`src/rtl/div_ctrl.sv`:
```
// div_ctrl: sequencing controller between EX and the unsigned iterative
// divider div_u. Handles RISC-V DIV/DIVU/REM/REMU sign handling, the
// divide-by-zero and signed-overflow shortcuts, and a one-entry result cache
// so that the complementary result of the last division comes back without
// re-running the divider.
//
// state  | meaning
// -------+-------------------------------------------------------------
// S_IDLE | ready for a request; special cases and cache hits resolve here
// S_RUN  | du_start held high, waiting for du_done
// S_RESP | div_valid pulse; du_start low so the divider sees a fresh edge
module div_ctrl #(
  parameter int unsigned DATA_WIDTH = 32,
  parameter bit          CACHE_EN   = 1'b1
) (
  input  logic                  cpu_clk,
  input  logic                  cpu_rstn,
  input  logic                  div_req,
  output logic                  div_ready,
  input  logic [1:0]            div_op,
  input  logic [DATA_WIDTH-1:0] div_rs1,
  input  logic [DATA_WIDTH-1:0] div_rs2,
  input  logic                  div_kill,
  output logic                  div_valid,
  output logic [DATA_WIDTH-1:0] div_result,
  output logic                  du_start,
  output logic [DATA_WIDTH-1:0] du_src1,
  output logic [DATA_WIDTH-1:0] du_src2,
  input  logic                  du_done,
  input  logic [DATA_WIDTH-1:0] du_quot,
  input  logic [DATA_WIDTH-1:0] du_rem
);

  localparam int unsigned           MSB      = DATA_WIDTH - 1;
  localparam logic [DATA_WIDTH-1:0] MIN_NEG  = {1'b1, {(DATA_WIDTH-1){1'b0}}};
  localparam logic [DATA_WIDTH-1:0] ALL_ONES = {DATA_WIDTH{1'b1}};
  localparam logic [DATA_WIDTH-1:0] ZERO     = {DATA_WIDTH{1'b0}};

  typedef enum logic [1:0] {
    S_IDLE = 2'd0,
    S_RUN  = 2'd1,
    S_RESP = 2'd2
  } state_t;

  state_t                state_q, state_d;
  logic                  ready_q, ready_d;
  logic                  valid_q, valid_d;
  logic [DATA_WIDTH-1:0] result_q, result_d;
  logic                  start_q, start_d;
  logic [DATA_WIDTH-1:0] src1_q, src1_d;
  logic [DATA_WIDTH-1:0] src2_q, src2_d;
  logic                  sel_rem_q, sel_rem_d;
  logic                  sgn_q, sgn_d;
  logic [DATA_WIDTH-1:0] rs1_q, rs1_d;
  logic [DATA_WIDTH-1:0] rs2_q, rs2_d;
  logic                  neg_quot_q, neg_quot_d;
  logic                  neg_rem_q, neg_rem_d;
  logic                  cache_vld_q, cache_vld_d;
  logic [DATA_WIDTH-1:0] cache_rs1_q, cache_rs1_d;
  logic [DATA_WIDTH-1:0] cache_rs2_q, cache_rs2_d;
  logic                  cache_sgn_q, cache_sgn_d;
  logic [DATA_WIDTH-1:0] cache_quot_q, cache_quot_d;
  logic [DATA_WIDTH-1:0] cache_rem_q, cache_rem_d;

  logic                  accept;
  logic                  sgn_in;
  logic                  rs1_neg;
  logic                  rs2_neg;
  logic [DATA_WIDTH-1:0] mag1;
  logic [DATA_WIDTH-1:0] mag2;
  logic                  div_zero;
  logic                  ovf;
  logic                  special;
  logic [DATA_WIDTH-1:0] spec_res;
  logic                  hit;
  logic [DATA_WIDTH-1:0] hit_res;
  logic [DATA_WIDTH-1:0] quot_fix;
  logic [DATA_WIDTH-1:0] rem_fix;

  assign accept   = div_req && ready_q && !div_kill;
  assign sgn_in   = ~div_op[0];
  assign rs1_neg  = sgn_in & div_rs1[MSB];
  assign rs2_neg  = sgn_in & div_rs2[MSB];
  assign mag1     = rs1_neg ? -div_rs1 : div_rs1;
  assign mag2     = rs2_neg ? -div_rs2 : div_rs2;

  // Shortcut results: x/0 gives all ones (rem = dividend); MIN/-1 gives MIN (rem = 0)
  assign div_zero = (div_rs2 == ZERO);
  assign ovf      = sgn_in && (div_rs1 == MIN_NEG) && (div_rs2 == ALL_ONES);
  assign special  = div_zero || ovf;
  assign spec_res = div_zero ? (div_op[1] ? div_rs1 : ALL_ONES)
                             : (div_op[1] ? ZERO    : div_rs1);

  assign hit      = CACHE_EN && cache_vld_q && (cache_rs1_q == div_rs1) &&
                    (cache_rs2_q == div_rs2) && (cache_sgn_q == sgn_in);
  assign hit_res  = div_op[1] ? cache_rem_q : cache_quot_q;

  assign quot_fix = neg_quot_q ? -du_quot : du_quot;
  assign rem_fix  = neg_rem_q  ? -du_rem  : du_rem;

  // Next-state and registered-output computation; kill overrides everything
  always_comb begin
    state_d      = state_q;
    ready_d      = ready_q;
    valid_d      = 1'b0;
    result_d     = result_q;
    start_d      = start_q;
    src1_d       = src1_q;
    src2_d       = src2_q;
    sel_rem_d    = sel_rem_q;
    sgn_d        = sgn_q;
    rs1_d        = rs1_q;
    rs2_d        = rs2_q;
    neg_quot_d   = neg_quot_q;
    neg_rem_d    = neg_rem_q;
    cache_vld_d  = cache_vld_q;
    cache_rs1_d  = cache_rs1_q;
    cache_rs2_d  = cache_rs2_q;
    cache_sgn_d  = cache_sgn_q;
    cache_quot_d = cache_quot_q;
    cache_rem_d  = cache_rem_q;

    if (div_kill) begin
      state_d = S_IDLE;
      ready_d = 1'b1;
      start_d = 1'b0;
    end else begin
      case (state_q)
        S_IDLE: begin
          if (accept) begin
            sel_rem_d  = div_op[1];
            sgn_d      = sgn_in;
            rs1_d      = div_rs1;
            rs2_d      = div_rs2;
            neg_quot_d = rs1_neg ^ rs2_neg;
            neg_rem_d  = rs1_neg;
            ready_d    = 1'b0;
            if (special) begin
              result_d = spec_res;
              valid_d  = 1'b1;
              state_d  = S_RESP;
            end else if (hit) begin
              result_d = hit_res;
              valid_d  = 1'b1;
              state_d  = S_RESP;
            end else begin
              src1_d  = mag1;
              src2_d  = mag2;
              start_d = 1'b1;
              state_d = S_RUN;
            end
          end
        end
        S_RUN: begin
          if (du_done) begin
            result_d     = sel_rem_q ? rem_fix : quot_fix;
            cache_vld_d  = 1'b1;
            cache_rs1_d  = rs1_q;
            cache_rs2_d  = rs2_q;
            cache_sgn_d  = sgn_q;
            cache_quot_d = quot_fix;
            cache_rem_d  = rem_fix;
            start_d      = 1'b0;
            valid_d      = 1'b1;
            state_d      = S_RESP;
          end
        end
        S_RESP: begin
          ready_d = 1'b1;
          state_d = S_IDLE;
        end
        default: begin
          ready_d = 1'b1;
          start_d = 1'b0;
          state_d = S_IDLE;
        end
      endcase
    end
  end

  // State, registered outputs and cache storage
  always_ff @(posedge cpu_clk or negedge cpu_rstn) begin
    if (!cpu_rstn) begin
      state_q      <= S_IDLE;
      ready_q      <= 1'b1;
      valid_q      <= 1'b0;
      result_q     <= ZERO;
      start_q      <= 1'b0;
      src1_q       <= ZERO;
      src2_q       <= ZERO;
      sel_rem_q    <= 1'b0;
      sgn_q        <= 1'b0;
      rs1_q        <= ZERO;
      rs2_q        <= ZERO;
      neg_quot_q   <= 1'b0;
      neg_rem_q    <= 1'b0;
      cache_vld_q  <= 1'b0;
      cache_rs1_q  <= ZERO;
      cache_rs2_q  <= ZERO;
      cache_sgn_q  <= 1'b0;
      cache_quot_q <= ZERO;
      cache_rem_q  <= ZERO;
    end else begin
      state_q      <= state_d;
      ready_q      <= ready_d;
      valid_q      <= valid_d;
      result_q     <= result_d;
      start_q      <= start_d;
      src1_q       <= src1_d;
      src2_q       <= src2_d;
      sel_rem_q    <= sel_rem_d;
      sgn_q        <= sgn_d;
      rs1_q        <= rs1_d;
      rs2_q        <= rs2_d;
      neg_quot_q   <= neg_quot_d;
      neg_rem_q    <= neg_rem_d;
      cache_vld_q  <= cache_vld_d;
      cache_rs1_q  <= cache_rs1_d;
      cache_rs2_q  <= cache_rs2_d;
      cache_sgn_q  <= cache_sgn_d;
      cache_quot_q <= cache_quot_d;
      cache_rem_q  <= cache_rem_d;
    end
  end

  assign div_ready  = ready_q;
  // A flush in the response cycle must swallow the pulse in that same cycle
  assign div_valid  = valid_q & ~div_kill;
  assign div_result = result_q;
  assign du_start   = start_q;
  assign du_src1    = src1_q;
  assign du_src2    = src2_q;

endmodule

```
`config.mk`:
```
export PLATFORM = sky130hd
export DESIGN_NAME = div_ctrl
export DESIGN_NICKNAME = d
export VERILOG_FILES = /design/src/rtl/div_ctrl.sv
export SDC_FILE = /design/constraint.sdc
export NUM_CORES = 1
export LEC_CHECK = 0
export ABC_AREA = 0
export CAP_MARGIN = 0
export CORE_AREA = 8 8 242 151
export CTS_BUF_LIST = sky130_fd_sc_hd__clkbuf_4 sky130_fd_sc_hd__clkbuf_8
export DETAILED_ROUTE_END_ITERATION = 6
export DIE_AREA = 0 0 250 159
export PLACE_DENSITY = 0.83
export SLEW_MARGIN = 10
export SYNTH_ARGS = -nofsm -noshare
export SYNTH_HDL_FRONTEND = slang
export SYNTH_SLANG_ARGS = --single-unit
```
`constraint.sdc`:
```
create_clock -name cpu_clk -period 2.8 [get_ports cpu_clk]
set_input_delay 0.84 -clock cpu_clk [delete_from_list [all_inputs] [get_ports cpu_clk]]
set_output_delay 0.84 -clock cpu_clk [all_outputs]
set_load 0.1 [all_outputs]
```
Word-level counts from Yosys, hierarchy flattened:

Index checks and enable logic that the tools add are counted.

* eq/ne operators: 16
* add/subtract/negate cells: 4
* bitwise logic cells: 8
* reduce and logical (&&, ||, !) cells: 19
* multiplexer cells: 35

Operators with widths (count)
* $mux W32: 13
* $neg A32 Y32: 4
* $eq A32 B32 Y1: 2
* $eq A32 B32 Y1 const B: 2
* $pmux W32 S2: 1
* $logic_not A32 Y1: 1
* $ne A3 B3 Y1 const B: 5
* $reduce_and A5 Y1: 3
* $mux W1: 12
* $mux W2: 5
* $ne A2 B2 Y1 const B: 4
* $logic_and A1 B1 Y1: 7
* $reduce_and A3 Y1: 2
* $not A1 Y1: 4
* $pmux W1 S2: 2
* $pmux W2 S2: 1
* $reduce_and A2 Y1: 2
* $and A1 B1 Y1: 3
* $pmux W1 S3: 1
* $eq A2 B1 Y1 const B: 1
* $eq A2 B2 Y1 const B: 1
* $logic_not A2 Y1: 1
* $reduce_bool A2 Y1: 1
* $eq A1 B1 Y1: 1
* other kinds (3): 3

* register bits after elaboration: 299
* output and inout bits: 99
* input bits: 135
* logic and storage cells: 101

Longest topological paths before layout:

Gate-level depths: netlist (run 1).

* depth in word-level cells: 9
* gate-level depth with buffers: 12
* depth with buffers taken out: 9

Worst setup path before layout (run 1):

Ideal clock, no wire load.

* kind: input-to-reg
* start point: input port div_rs1[19]
* end point: register result_q[1] (netlist: div_result[1])
* stages on the path: 10
* path buffers: 3
* library setup time: 0.125 ns
* setup slack: -0.442 ns
* arrival time: 3.117 ns
* data required time: 2.675 ns
* cell sequence: clkbuf_1 or4_1 nor2_1 and4_1 a21oi_2 o31ai_2 a21o_1 buf_4 buf_6 mux2_2

* longest elaborated chain between the ends: 7
* elaborated cells on any way between the ends: 13
* those cells by class: eq/ne: 3; mux: 3; reduce/logical: 7

Ends and longest elaborated chain
* from (decl): RTL line 21 `input logic [DATA_WIDTH-1:0] div_rs1,`
* $eq A32 B32 Y1: RTL line 89 `assign ovf = sgn_in && (div_rs1 == MIN_NEG) && (div_rs2 == ALL_ONES);`
* $logic_and A1 B1 Y1 (2 in series): RTL line 89
* $logic_or A1 B1 Y1: RTL line 90 `assign special = div_zero || ovf;`
* $mux W32: RTL line 138 `if (special) begin`
* $mux W32: RTL line 130 `if (accept) begin`
* $pmux W32 S2: RTL line 128 `case (state_q)`
* to (signal assigned): RTL line 207 `result_q <= result_d;`
* to (decl): RTL line 48 `logic [DATA_WIDTH-1:0] result_q, result_d;`

Several ways; a longest one is shown, not always the timed one. The select of a mux whose other input is x is not followed.
A chain may end at the register's enable or synchronous reset.

Worst setup path in the final report (run 1):

* start point: register cache_rs1_q[12]
* end point: register result_q[23] (netlist: div_result[23])

* longest elaborated chain between the ends: 6

Ends and longest elaborated chain
* from (decl): RTL line 59 `logic [DATA_WIDTH-1:0] cache_rs1_q, cache_rs1_d;`
* from (signal assigned): RTL line 218 `cache_rs1_q <= cache_rs1_d;`
* $eq A32 B32 Y1: RTL line 94 `assign hit = CACHE_EN && cache_vld_q && (cache_rs1_q == div_rs1) &&`
* $logic_and A1 B1 Y1 (2 in series): RTL line 94
* $logic_and A1 B1 Y1: RTL line 95 `(cache_rs2_q == div_rs2) && (cache_sgn_q == sgn_in);`
* $ne A3 B3 Y1 (no line)
* $reduce_and A5 Y1 (no line)

No other way between the ends.

==> impl_metrics.env, run 1 <==
export IMPL_drive_gt1_frac=0.396
export IMPL_synth_xor_area_share=0.0901
export IMPL_route_detailed_drc=16
export IMPL_cts_htree_levels=2
export IMPL_vias=16700
export IMPL_max_freq_mhz=320
export IMPL_cpPeakStageDelay_ns=0.45
export IMPL_yosys_register_bits=299
export IMPL_min_period_ns=3.13
export IMPL_start_kind="flip-flop"
export IMPL_finalCritPeriodShare=1.12
export IMPL_slew_headroom=0.470
export IMPL_drv_slew=0
export IMPL_min_path_type="input port to async pin"
export IMPL_setup_viol=94
export IMPL_ff2ff_setup_slack_ns=-0.33
export IMPL_wl_per_cell_um=25.6
export IMPL_syn_cell_area_um2=16200
export IMPL_clk_path_buf_depth=3
export IMPL_crit_slowest_cell="a2111oi_4"
export IMPL_synth_area_per_cell_um2=9.99
export IMPL_place_congestion=1.00
export IMPL_grt_pass1_vias=16700
export IMPL_yosysUniqueCellTypes=83
export IMPL_drv_cap=0
export IMPL_via_per_inst=6.29
export IMPL_synth_flop_cell="dfrtp_1"
export IMPL_yosys_warnings=0
export IMPL_power_total_w=0.0215
export IMPL_fin_skew_ns=0.0277
export IMPL_worstPathArrival_ns=3.59
export IMPL_cts_tree="built"
export IMPL_cts_sinks=299
export IMPL_criticalPathCategory="flip-flop to flip-flop"
export IMPL_rows=52
export IMPL_reg2regPathDepth=10
export IMPL_synth_area_mux_share=0.118
export IMPL_p_leak_nw=10.6
export IMPL_synth_cells=1625
export IMPL_core_area_um2=33100
export IMPL_clkLatencyLatePin_ns=0.60
export IMPL_io_pins=234
export IMPL_power_density_nw_per_um2=916
export IMPL_run_status="finished with violations"
export IMPL_cts_buffers_inserted=45
export IMPL_drt_initial_drc_count=2654
export IMPL_cp_required_ns=3.27
export IMPL_dp_slack_ns=-1.09
export IMPL_synth_compound_area_frac=0.135
export IMPL_grt_start_max_net_pins=87
export IMPL_rr_endpoint="div_result[23]$_DFFE_PN0P_"
export IMPL_dp_hpwl_um=46500
export IMPL_drt_wl_total_um=68200
export IMPL_drtAntennaViolNets=0
export IMPL_synthArstFlopShare=1.00
export IMPL_start_util=0.491
export IMPL_antenna_found_initial=6
export IMPL_synth_edf_count=0
export IMPL_overflow=0
export IMPL_synthAdderAreaFrac=0.00385
export IMPL_vdd_drop_max_v=0.000835
export IMPL_cp_top_family="compound AO/OA/AOI/OAI gates"
export IMPL_failed_checks="design-rule violations, negative setup slack"
export IMPL_die_area_um2=39800
export IMPL_synth_simple_gate_area_frac=0.148
export IMPL_hold_viol_final=0
export IMPL_cp_end_kind="flip-flop"
export IMPL_ys_seq_area_frac=0.461
export IMPL_worst_pin_slew_ns=0.792
export IMPL_portBuffers=233
export IMPL_syn_num_nets=1765
export IMPL_grt_pass1_wl_um=101000
export IMPL_r2r_start="cache_rs1_q[12]$_DFFE_PN0P_"
export IMPL_fin_ws_ns=-0.327
export IMPL_syn_to_final_growth_pct=44.7
export IMPL_critPathBufInv=3
export IMPL_nets=2333
export IMPL_crit_fanout=4
export IMPL_root_buffer="clkbuf_8"
export IMPL_rsz0062_at_grt="true"
export IMPL_cp_cell_sequence="nor2b_4 > a2111o_1 > a2111oi_4 > nand4_1 > o31ai_4 > buf_4 > a21o_4 > buf_12 > clkbuf_16 > mux2_4"
export IMPL_track_usage=0.320
export IMPL_clk_pin_slew_worst_paths_ns=0.07
export IMPL_drtPass1Iterations=7
export IMPL_die_width_um=250
export IMPL_synth_top_family_by_area="simple AND/OR/NAND/NOR gates"
export IMPL_die_h_um=159
==> cell usage after synthesis (all sizes together) (11+ instances only) <==
cell / n / share of area
inv: 30 / 0.0069
mux2: 157 / 0.11
buf: 36 / 0.017
or3: 17 / 0.0066
clkbuf: 85 / 0.020
o21ai: 79 / 0.024
or4: 13 / 0.0062
o31ai: 35 / 0.016
o41ai: 24 / 0.013
nand3: 20 / 0.0062
nand4: 28 / 0.012
nor2b: 11 / 0.0042
dfrtp: 298 / 0.46
xor2: 81 / 0.044
nor2: 107 / 0.025
nand2b: 18 / 0.0069
xnor2: 86 / 0.046
nand2: 227 / 0.052
a21oi: 90 / 0.028
nor4: 24 / 0.014
nor3: 13 / 0.0040
mux2i: 13 / 0.0080
==> repair_timing <==
item	4_1_cts	5_1_grt
endpoints found under the hold margin	0	0
resized for setup	238	46
hold buffers	0	0
setup endpoints to repair	105	99
cloned	4	1
buffers inserted	34	6
pin swaps	72	17
==> area by class of cell <==
| type | count | area (um2) |
|---|---|---|
| repair buffers | 643 | 5470 |
| clock buffers | 71 | 908 |
| fillers | 2069 | 9570 |
| multi-input cells | 1173 | 8860 |
| diodes | 3 | 7.51 |
| well taps | 432 | 541 |
| clock inverters | 8 | 93.8 |
| flip-flops and latches | 299 | 7480 |
| inverters | 31 | 116 |
==> power by group <==
part / leakage, nW / total, W / switching (W) / internal [W]
registers: 3.60 / 0.00711 / 0.00123 / 0.00588
clock network: 0.534 / 0.00410 / 0.00186 / 0.00225
logic: 6.49 / 0.0103 / 0.00690 / 0.00341
==> per-layer routing <==
layer	vias to the layer above	global-route usage	wire [um]
met5	-	0	20
li1	6896	-	-
met2	1397	0.471	28900
met4	4	0.129	3690
met1	8046	0.430	25800
met3	384	0.108	9810
==> worst reg2reg max path, delay by kind of cell, from the launching register on <==
kind	cells	cell delay, ns
mux	1	0.30
simple gates	2	0.45
buf+inv	3	0.47
flops	1	0.41
compound gates	4	1.37
==> metrics by stage <==
stage,cells,hold slack (ns),TNS (ns),instance area (um2),utilization
after global placement,2533,0.451,-108.76,21400,0.647
after floorplan,1625,0.440,-16.58,16400,-
final,2660,0.230,-24.40,23500,0.710
after global routing,2660,0.258,-24.23,23500,0.710
after CTS,2650,0.226,-1.59,23300,0.704
after detailed placement,2533,0.459,-116.57,21400,0.647
==> logic make-up (layout without fill, tap and decap cells) <==
group / count (synthesis) / after routing
mux: 170 / 170
compound gates: 331 / 331
other cells: 0 / 3
fa+ha+maj: 5 / 5
flops: 299 / 299
buf+inv: 153 / 753
simple gates: 500 / 500
xor+xnor: 167 / 167
==> registers in the layout, summed over array words and instances (netlist names), 2 cells and up <==
register,flops
rs2_q,32
cache_quot_q,32
rs1_q,32
state_q,2
du_src2,32
cache_rs2_q,32
div_result,32
du_src1,32
cache_rem_q,32
cache_rs1_q,32
==> layout by cell type, fill, tap and decap left out, types with 10 or more instances in the layout <==
cell               n
buf_4            468
dfrtp_1          298
nand2_1          226
mux2_2           118
nor2_1           104
a21oi_1           88
xor2_1            79
xnor2_1           77
o21ai_0           73
clkbuf_8          60
dlygate4sd2_1     59
clkdlybuf4s50_1   53
mux2_4            38
inv_1             27
nand4_1           26
o31ai_1           23
buf_12            21
nand3_1           18
buf_6             17
nand2b_1          16
o41ai_1           16
or3_1             13
mux2i_1           12
nor3_1            11
clkbuf_4          11
nor4_4            10
o31ai_2           10
==> worst max path at each step <==
stage	from	end	slack, ns	depth (start not counted)
after floorplan	div_rs1[27]	div_result[15]$_DFFE_PN0P_	-0.39	10
after global placement	div_rs1[0]	du_src2[22]$_DFFE_PN0P_	-1.04	12
after detailed placement	div_rs1[0]	du_src2[30]$_DFFE_PN0P_	-1.09	12
after CTS	cache_rs1_q[11]$_DFFE_PN0P_	div_result[3]$_DFFE_PN0P_	-0.08	12
after global routing	cache_rs1_q[12]$_DFFE_PN0P_	div_result[23]$_DFFE_PN0P_	-0.32	10
final	cache_rs1_q[12]$_DFFE_PN0P_	div_result[23]$_DFFE_PN0P_	-0.33	10
Note: power is estimated with default switching activity, not from simulation.
==> inputs of run 2 (changes only) <==
CAP_MARGIN = default   (was 0)
CORE_AREA = 2 2 236 145   (was 8 8 242 151)
DIE_AREA = 0 0 238 147   (was 0 0 250 159)
==> impl_metrics.env, run 2 (synthesis results as in run 1) <==
export IMPL_cts_buffers_inserted=45
export IMPL_min_period_ns=3.00
export IMPL_grt_pass1_vias=16100
export IMPL_run_status="finished with violations"
export IMPL_slew_headroom=0.404
export IMPL_worst_pin_slew_ns=0.894
export IMPL_clk_pin_slew_worst_paths_ns=0.07
export IMPL_dp_hpwl_um=44000
export IMPL_rows=52
export IMPL_place_congestion=0.949
export IMPL_antenna_found_initial=3
export IMPL_p_leak_nw=10.9
export IMPL_layout_commonest_cell="buf_4"
export IMPL_use_met3=0.110
export IMPL_stdcell_area_um2=24000
export IMPL_busiest_layer="met2"
export IMPL_cts_tree="built"
export IMPL_cts_sinks=299
export IMPL_cts_htree_levels=2
export IMPL_final_cell_mix="buf_4 (473), dfrtp_1 (298), nand2_1 (226)"
export IMPL_setup_viol=86
export IMPL_finalCritPeriodShare=1.07
export IMPL_syn_to_final_growth_pct=47.6
export IMPL_power_total_w=0.0214
export IMPL_cp_cell_sequence="clkdlybuf4s15_2 > buf_6 > xnor2_1 > nand4_1 > nor4_4 > nand3_2 > o31ai_4 > buf_4 > a21o_4 > buf_6 > buf_16 > mux2_4"
export IMPL_holdWs_ns=0.162
export IMPL_via_per_inst=6.16
export IMPL_start_util=0.491
export IMPL_route_detailed_drc=0
export IMPL_drtPass1Iterations=7
export IMPL_overflow=0
export IMPL_drt_wl_total_um=65300
export IMPL_die_width_um=238
export IMPL_drv_cap=0
export IMPL_fin_skew_ns=0.0319
export IMPL_grt_start_max_net_pins=87
export IMPL_hold_viol_final=0
export IMPL_ctsHoldBuffers=0
export IMPL_wl_per_cell_um=24.2
export IMPL_vias=16600
export IMPL_io_pins=234
export IMPL_portBuffers=233
export IMPL_core_area_um2=33100
export IMPL_worstPathArrival_ns=3.46
export IMPL_gr_usage_met1=0.501
export IMPL_die_h_um=147
export IMPL_reg2regPathDepth=11
export IMPL_drtAntennaViolNets=0
export IMPL_cp_end_kind="flip-flop"
export IMPL_rsz0062_at_grt="true"
export IMPL_root_buffer="clkbuf_8"
export IMPL_drt_initial_drc_count=2534
export IMPL_track_usage=0.348
export IMPL_start_kind="input port"
export IMPL_placed_area_um2=21300
export IMPL_crit_top_cell="buf_6"
export IMPL_failed_checks="negative setup slack"
export IMPL_met2_usage=0.503
export IMPL_clk_path_buf_depth=3
export IMPL_max_freq_mhz=333
export IMPL_power_density_nw_per_um2=891
export IMPL_min_path_type="input port to async pin"
export IMPL_vdd_drop_max_v=0.000917
export IMPL_die_area_um2=35000
export IMPL_drv_slew=0
export IMPL_crit_slowest_cell="nor4_4"
export IMPL_cpPeakStageDelay_ns=0.44
export IMPL_drive_gt1_frac=0.419
export IMPL_fin_ws_ns=-0.201
export IMPL_nets=2361
export IMPL_cp_required_ns=3.26
export IMPL_crit_fanout=6
export IMPL_clkLatencyLatePin_ns=0.60
export IMPL_grt_pass1_wl_um=93400
export IMPL_criticalPathCategory="input port to flip-flop"
## run 2: cell count changes in the layout (fill, tap and decap cells not counted), sizes merged
| cell | delta |
|---|---|
| clkdlybuf4s50 | -1 |
| dlymetal6s2s | +6 |
| inv | -1 |
| clkinv | +6 |
| clkbuf | +9 |
| bufinv | -2 |
| buf | +26 |
| diode | +1 |
| dlygate4sd2 | -23 |
| clkinvlp | +2 |
| clkdlybuf4s15 | +9 |
## run 2: what timing repair did
action | in CTS | in global routing
endpoints found under the setup margin | 102 | 97
pin swaps | 64 | 53
gates cloned | 5 | 6
setup buffers | 42 | 27
gates resized for setup | 241 | 129
## run 2: path summary, 6_finish.rpt
check / startpoint / endpoint / slack, ns
setup reg to reg: cache_rs2_q[20]$_DFFE_PN0P_ / div_result[11]$_DFFE_PN0P_ / -0.19
max in group asynchronous: cpu_rstn / cache_rs2_q[6]$_DFFE_PN0P_ / 1.85
hold / removal: cpu_rstn / du_src2[24]$_DFFE_PN0P_ / 0.16
min in group cpu_clk: rs2_q[5]$_DFFE_PN0P_ / rs2_q[5]$_DFFE_PN0P_ / 0.47
setup / recovery: div_rs2[16] / div_result[11]$_DFFE_PN0P_ / -0.20
hold reg to reg: rs2_q[5]$_DFFE_PN0P_ / rs2_q[5]$_DFFE_PN0P_ / 0.47
## run 2: final cells by class
class	instances	area (um2)
clock inverters	13	70.1
diodes	4	10.0
multi-input cells	1173	9090
inverters	31	116
clock buffers	69	887
well taps	432	541
repair buffers	671	5770
flip-flops and latches	299	7480
fillers	2101	9090
## run 2: per-stage QoR
step | TNS, ns | utilization | instances | worst slack [ns]
after global routing | -13.20 | 0.725 | 2690 | -0.245
after floorplan | -16.58 | - | 1625 | -0.392
after CTS | -0.163 | 0.704 | 2661 | -0.0484
after global placement | -115.62 | 0.645 | 2532 | -1.13
after detailed placement | -117.92 | 0.645 | 2532 | -1.10
final | -8.95 | 0.725 | 2692 | -0.201
## run 2: power by group
group	leakage, nW	internal, W	total (W)	switching [W]
clock	0.514	0.00203	0.00387	0.00184
sequential	3.60	0.00588	0.00715	0.00127
combinational	6.78	0.00353	0.0103	0.00680
total	10.9	0.0114	0.0214	0.00991
## run 2: critical path: cells and delay by family
| kind | cells | cell delay, ns |
|---|---|---|
| AND/OR/NAND/NOR | 3 | 0.88 |
| buffers and inverters | 5 | 0.84 |
| AO/OA/AOI/OAI | 2 | 0.46 |
| multiplexers | 1 | 0.30 |
| XOR/XNOR | 1 | 0.13 |
## run 2: routing by layer
| metal | share of wire | wire [um] |
|---|---|---|
| met5 | 0 | 0 |
| met2 | 0.42 | 27600 |
| met3 | 0.14 | 9070 |
| met4 | 0.038 | 2450 |
| met1 | 0.40 | 26200 |
==> inputs of run 3 (changes only) <==
CORE_AREA = 2 2 221 136   (was 2 2 236 145)
DIE_AREA = 0 0 223 138   (was 0 0 238 147)
PLACE_DENSITY = 0.92   (was 0.83)
==> impl_metrics.env, run 3 <==
export IMPL_dp_hpwl_um=46100
export IMPL_start_util=0.557
export IMPL_io_pins=234
export IMPL_synth_common_cells="dfrtp_1 (298), nand2_1 (227), mux2_2 (137)"
export IMPL_synth_edf_count=0
export IMPL_postGrtWorstEndpoint="du_src1[30]$_DFFE_PN0P_/D"
export IMPL_synthArstFlopShare=1.00
export IMPL_place_congestion=1.04
export IMPL_synthTopCellsByArea="dfrtp_1 (46%), mux2_2 (9.5%), nand2_1 (5.2%)"
export IMPL_yosysUniqueCellTypes=83
export IMPL_cts_sinks=299
export IMPL_ys_seq_area_frac=0.461
export IMPL_yosysMostFrequentCell="dfrtp_1"
export IMPL_cts_buffers_inserted=45
export IMPL_grt_start_max_net_pins=87
export IMPL_synth_area_per_cell_um2=9.99
export IMPL_tool_error="[ERROR GRT-0232] Routing congestion too high. Check the congestion heatmap in the GUI."
export IMPL_yosys_register_bits=299
export IMPL_die_h_um=138
export IMPL_worst_ep_kind="register data pin"
export IMPL_syn_cell_area_um2=16200
export IMPL_overflow=2
export IMPL_synth_top_area_frac=0.459
export IMPL_track_usage=0.807
export IMPL_synth_flop_cell="dfrtp_1"
export IMPL_lastStage="global routing (5_1_grt)"
export IMPL_rows=49
export IMPL_synth_cells=1625
export IMPL_root_buffer="clkbuf_8"
export IMPL_portBuffers=233
export IMPL_yosys_warnings=0
export IMPL_syn_num_nets=1765
export IMPL_clk_path_buf_depth=3
export IMPL_synth_area_leader_cell="dfrtp_1"
export IMPL_cts_htree_levels=2
export IMPL_run_status="did not finish"
export IMPL_ctsHoldBuffers=0
export IMPL_die_width_um=223
[run 3: metal layers]
layer | overflow | global-route usage
met5 | 0 | 0.630
met4 | 2 | 0.736
met3 | 0 | 0.761
met2 | 0 | 0.901
met1 | 0 | 0.803
[run 3: kinds of logic after synthesis]
kind of cell               count (synthesis)  share of synthesized area
xor gates and xnor gates                 167                     0.0901
and+or+nand+nor                          500                      0.148
adders and majority gates                  5                    0.00385
AOI/OAI and AO/OA                        331                      0.135
DFF                                      299                      0.461
muxes                                    170                      0.118
buffers and inverters                    153                     0.0444
[run 3: metrics by stage]
| stage | setup slack, ns | utilization | area [um2] | hold WS [ns] | std cells |
|---|---|---|---|---|---|
| after floorplan | -0.392 | - | 16400 | 0.440 | 1625 |
| after global placement | -0.995 | 0.721 | 21000 | 0.451 | 2445 |
| after detailed placement | -1.11 | 0.721 | 21000 | 0.460 | 2445 |
| after CTS | -0.0531 | 0.803 | 23400 | 0.162 | 2604 |
[run 3: what timing repair did]
action	CTS
buffers inserted	69
gates resized for setup	312
pin swaps	89
cloned	7
setup endpoints to repair	102
==> inputs of run 4 (changes only) <==
CORE_AREA = 2 2 205 207   (was 2 2 221 136)
CTS_BUF_LIST = default   (was sky130_fd_sc_hd__clkbuf_4 sky130_fd_sc_hd__clkbuf_8)
DIE_AREA = 0 0 207 209   (was 0 0 223 138)
PLACE_DENSITY = default   (was 0.92)
PLACE_DENSITY_LB_ADDON = 0.15   (was default)
==> impl_metrics.env, run 4 (synthesis results as in run 1) <==
export IMPL_clkLatencyLatePin_ns=0.53
export IMPL_clk_path_buf_depth=3
export IMPL_power_density_nw_per_um2=874
export IMPL_finalCritPeriodShare=1.02
export IMPL_drv_cap=0
export IMPL_antenna_found_initial=0
export IMPL_die_area_um2=43300
export IMPL_layout_commonest_cell="buf_4"
export IMPL_drive_gt1_frac=0.437
export IMPL_portBuffers=233
export IMPL_die_width_um=207
export IMPL_final_cell_mix="buf_4 (510), dfrtp_1 (298), nand2_1 (226)"
export IMPL_cp_required_ns=3.21
export IMPL_cts_htree_levels=2
export IMPL_grt_pass1_wl_um=93000
export IMPL_stdcell_area_um2=24900
export IMPL_placed_area_um2=21600
export IMPL_setup_viol=15
export IMPL_dp_hpwl_um=44300
export IMPL_vdd_drop_max_v=0.000637
export IMPL_route_detailed_drc=0
export IMPL_p_clk_frac=0.204
export IMPL_fin_ws_ns=-0.0470
export IMPL_min_period_ns=2.85
export IMPL_start_kind="input port"
export IMPL_p_int_w=0.0121
export IMPL_overflow=0
export IMPL_track_usage=0.278
export IMPL_io_pins=234
export IMPL_rows=75
export IMPL_worstPathArrival_ns=3.25
export IMPL_seqPwrFrac=0.323
export IMPL_vias=15300
export IMPL_grt_start_max_net_pins=87
export IMPL_crit_fanout=6
export IMPL_drv_slew=0
export IMPL_grt_pass1_vias=15700
export IMPL_root_buffer="clkbuf_16"
export IMPL_drtAntennaViolNets=0
export IMPL_cp_end_kind="flip-flop"
export IMPL_drt_initial_drc_count=1010
export IMPL_max_freq_mhz=351
export IMPL_cts_sinks=299
export IMPL_start_util=0.393
export IMPL_sw_frac_of_total=0.441
export IMPL_holdWs_ns=0.254
export IMPL_switchingPower_w=0.00958
export IMPL_cts_tree="built"
export IMPL_clk_pin_slew_worst_paths_ns=0.06
export IMPL_worst_pin_slew_ns=0.897
export IMPL_nets=2399
export IMPL_via_per_inst=5.44
export IMPL_cts_buffers_inserted=36
export IMPL_slew_headroom=0.402
export IMPL_hold_viol_final=0
export IMPL_dp_slack_ns=-1.24
export IMPL_fin_skew_ns=0.0168
export IMPL_ctsHoldBuffers=0
export IMPL_drtPass1Iterations=7
export IMPL_p_leak_nw=11.3
export IMPL_syn_to_final_growth_pct=53.1
export IMPL_comb_power_share=0.473
export IMPL_min_path_type="input port to async pin"
export IMPL_run_status="finished with violations"
export IMPL_die_h_um=209
export IMPL_rsz0062_at_grt="true"
export IMPL_drt_wl_total_um=62000
export IMPL_criticalPathCategory="input port to flip-flop"
export IMPL_place_congestion=0.909
export IMPL_reg2regPathDepth=11
export IMPL_failed_checks="negative setup slack"
export IMPL_wl_per_cell_um=22.0
export IMPL_final_cells=2820
export IMPL_n_antenna_cell=0
export IMPL_dp_cells=2657
export IMPL_core_area_um2=41300
run 4: final timing paths:
| path | from | endpoint | slack, ns |
|---|---|---|---|
| min | cpu_rstn | div_result[27]$_DFFE_PN0P_ | 0.25 |
| max | div_rs2[21] | div_result[15]$_DFFE_PN0P_ | -0.05 |
| min reg2reg | rs2_q[10]$_DFFE_PN0P_ | rs2_q[10]$_DFFE_PN0P_ | 0.47 |
| max in group asynchronous | cpu_rstn | sgn_q$_DFFE_PN0P_ | 1.70 |
| min in group cpu_clk | rs2_q[10]$_DFFE_PN0P_ | rs2_q[10]$_DFFE_PN0P_ | 0.47 |
| max reg2reg | cache_rs1_q[28]$_DFFE_PN0P_ | div_result[15]$_DFFE_PN0P_ | 0.02 |
run 4: stage by stage:
step,utilization,power (W),setup TNS (ns)
after floorplan,-,0.0135,-16.58
after global placement,0.524,0.0164,-124.01
after detailed placement,0.524,0.0165,-128.50
after CTS,0.582,0.0214,-4.35
after global routing,0.602,0.0226,-1.53
final,0.602,0.0217,-0.529
run 4: final cells by class:
type                    instances  area (um2)
clock inverters                10        78.8
repair buffers                718        6230
multi-input cells            1173        9260
inverters                      31         116
fillers                      3502       16400
well taps                     539         674
clock buffers                  50        1000
flip-flops and latches        299        7480
run 4: worst max-delay path, stage by stage:
cell and delay (ns):
dlygate4sd2_1 0.26, buf_4 0.15, xor2_1 0.18, nor4_2 0.39, nand3_4 0.10, nand2b_4 0.18, o31ai_4 0.25, buf_4 0.15
a21o_4 0.18, buf_12 0.14, buf_16 0.13, mux2_4 0.30
run 4: layer usage:
| metal | up-vias | global-route usage | share of wire |
|---|---|---|---|
| met5 | - | 0 | 0 |
| met4 | 0 | 0.128 | 0.039 |
| met3 | 126 | 0.0503 | 0.055 |
| met2 | 530 | 0.463 | 0.49 |
| met1 | 7670 | 0.352 | 0.41 |
| li1 | 7010 | - | - |
run 4: power by group through the flow:
| stage | sequential, W | clock, W | combinational, W |
|---|---|---|---|
| 3_5_place_dp | 0.00697 | 0 | 0.00958 |
| 2_1_floorplan | 0.0105 | 0 | 0.00297 |
| 5_1_grt | 0.00719 | 0.00468 | 0.0108 |
| 4_1_cts | 0.00695 | 0.00449 | 0.0100 |
| 3_3_place_gp | 0.00692 | 0 | 0.00947 |
| 6_report | 0.00702 | 0.00442 | 0.0103 |
run 4: repair_timing:
action / 4_1_cts / 5_1_grt
endpoints found under the hold margin: 0 / 0
buffers inserted: 54 / 42
endpoints found under the setup margin: 107 / 100
resized for setup: 278 / 198
pin swaps: 70 / 98
gates cloned: 11 / 1
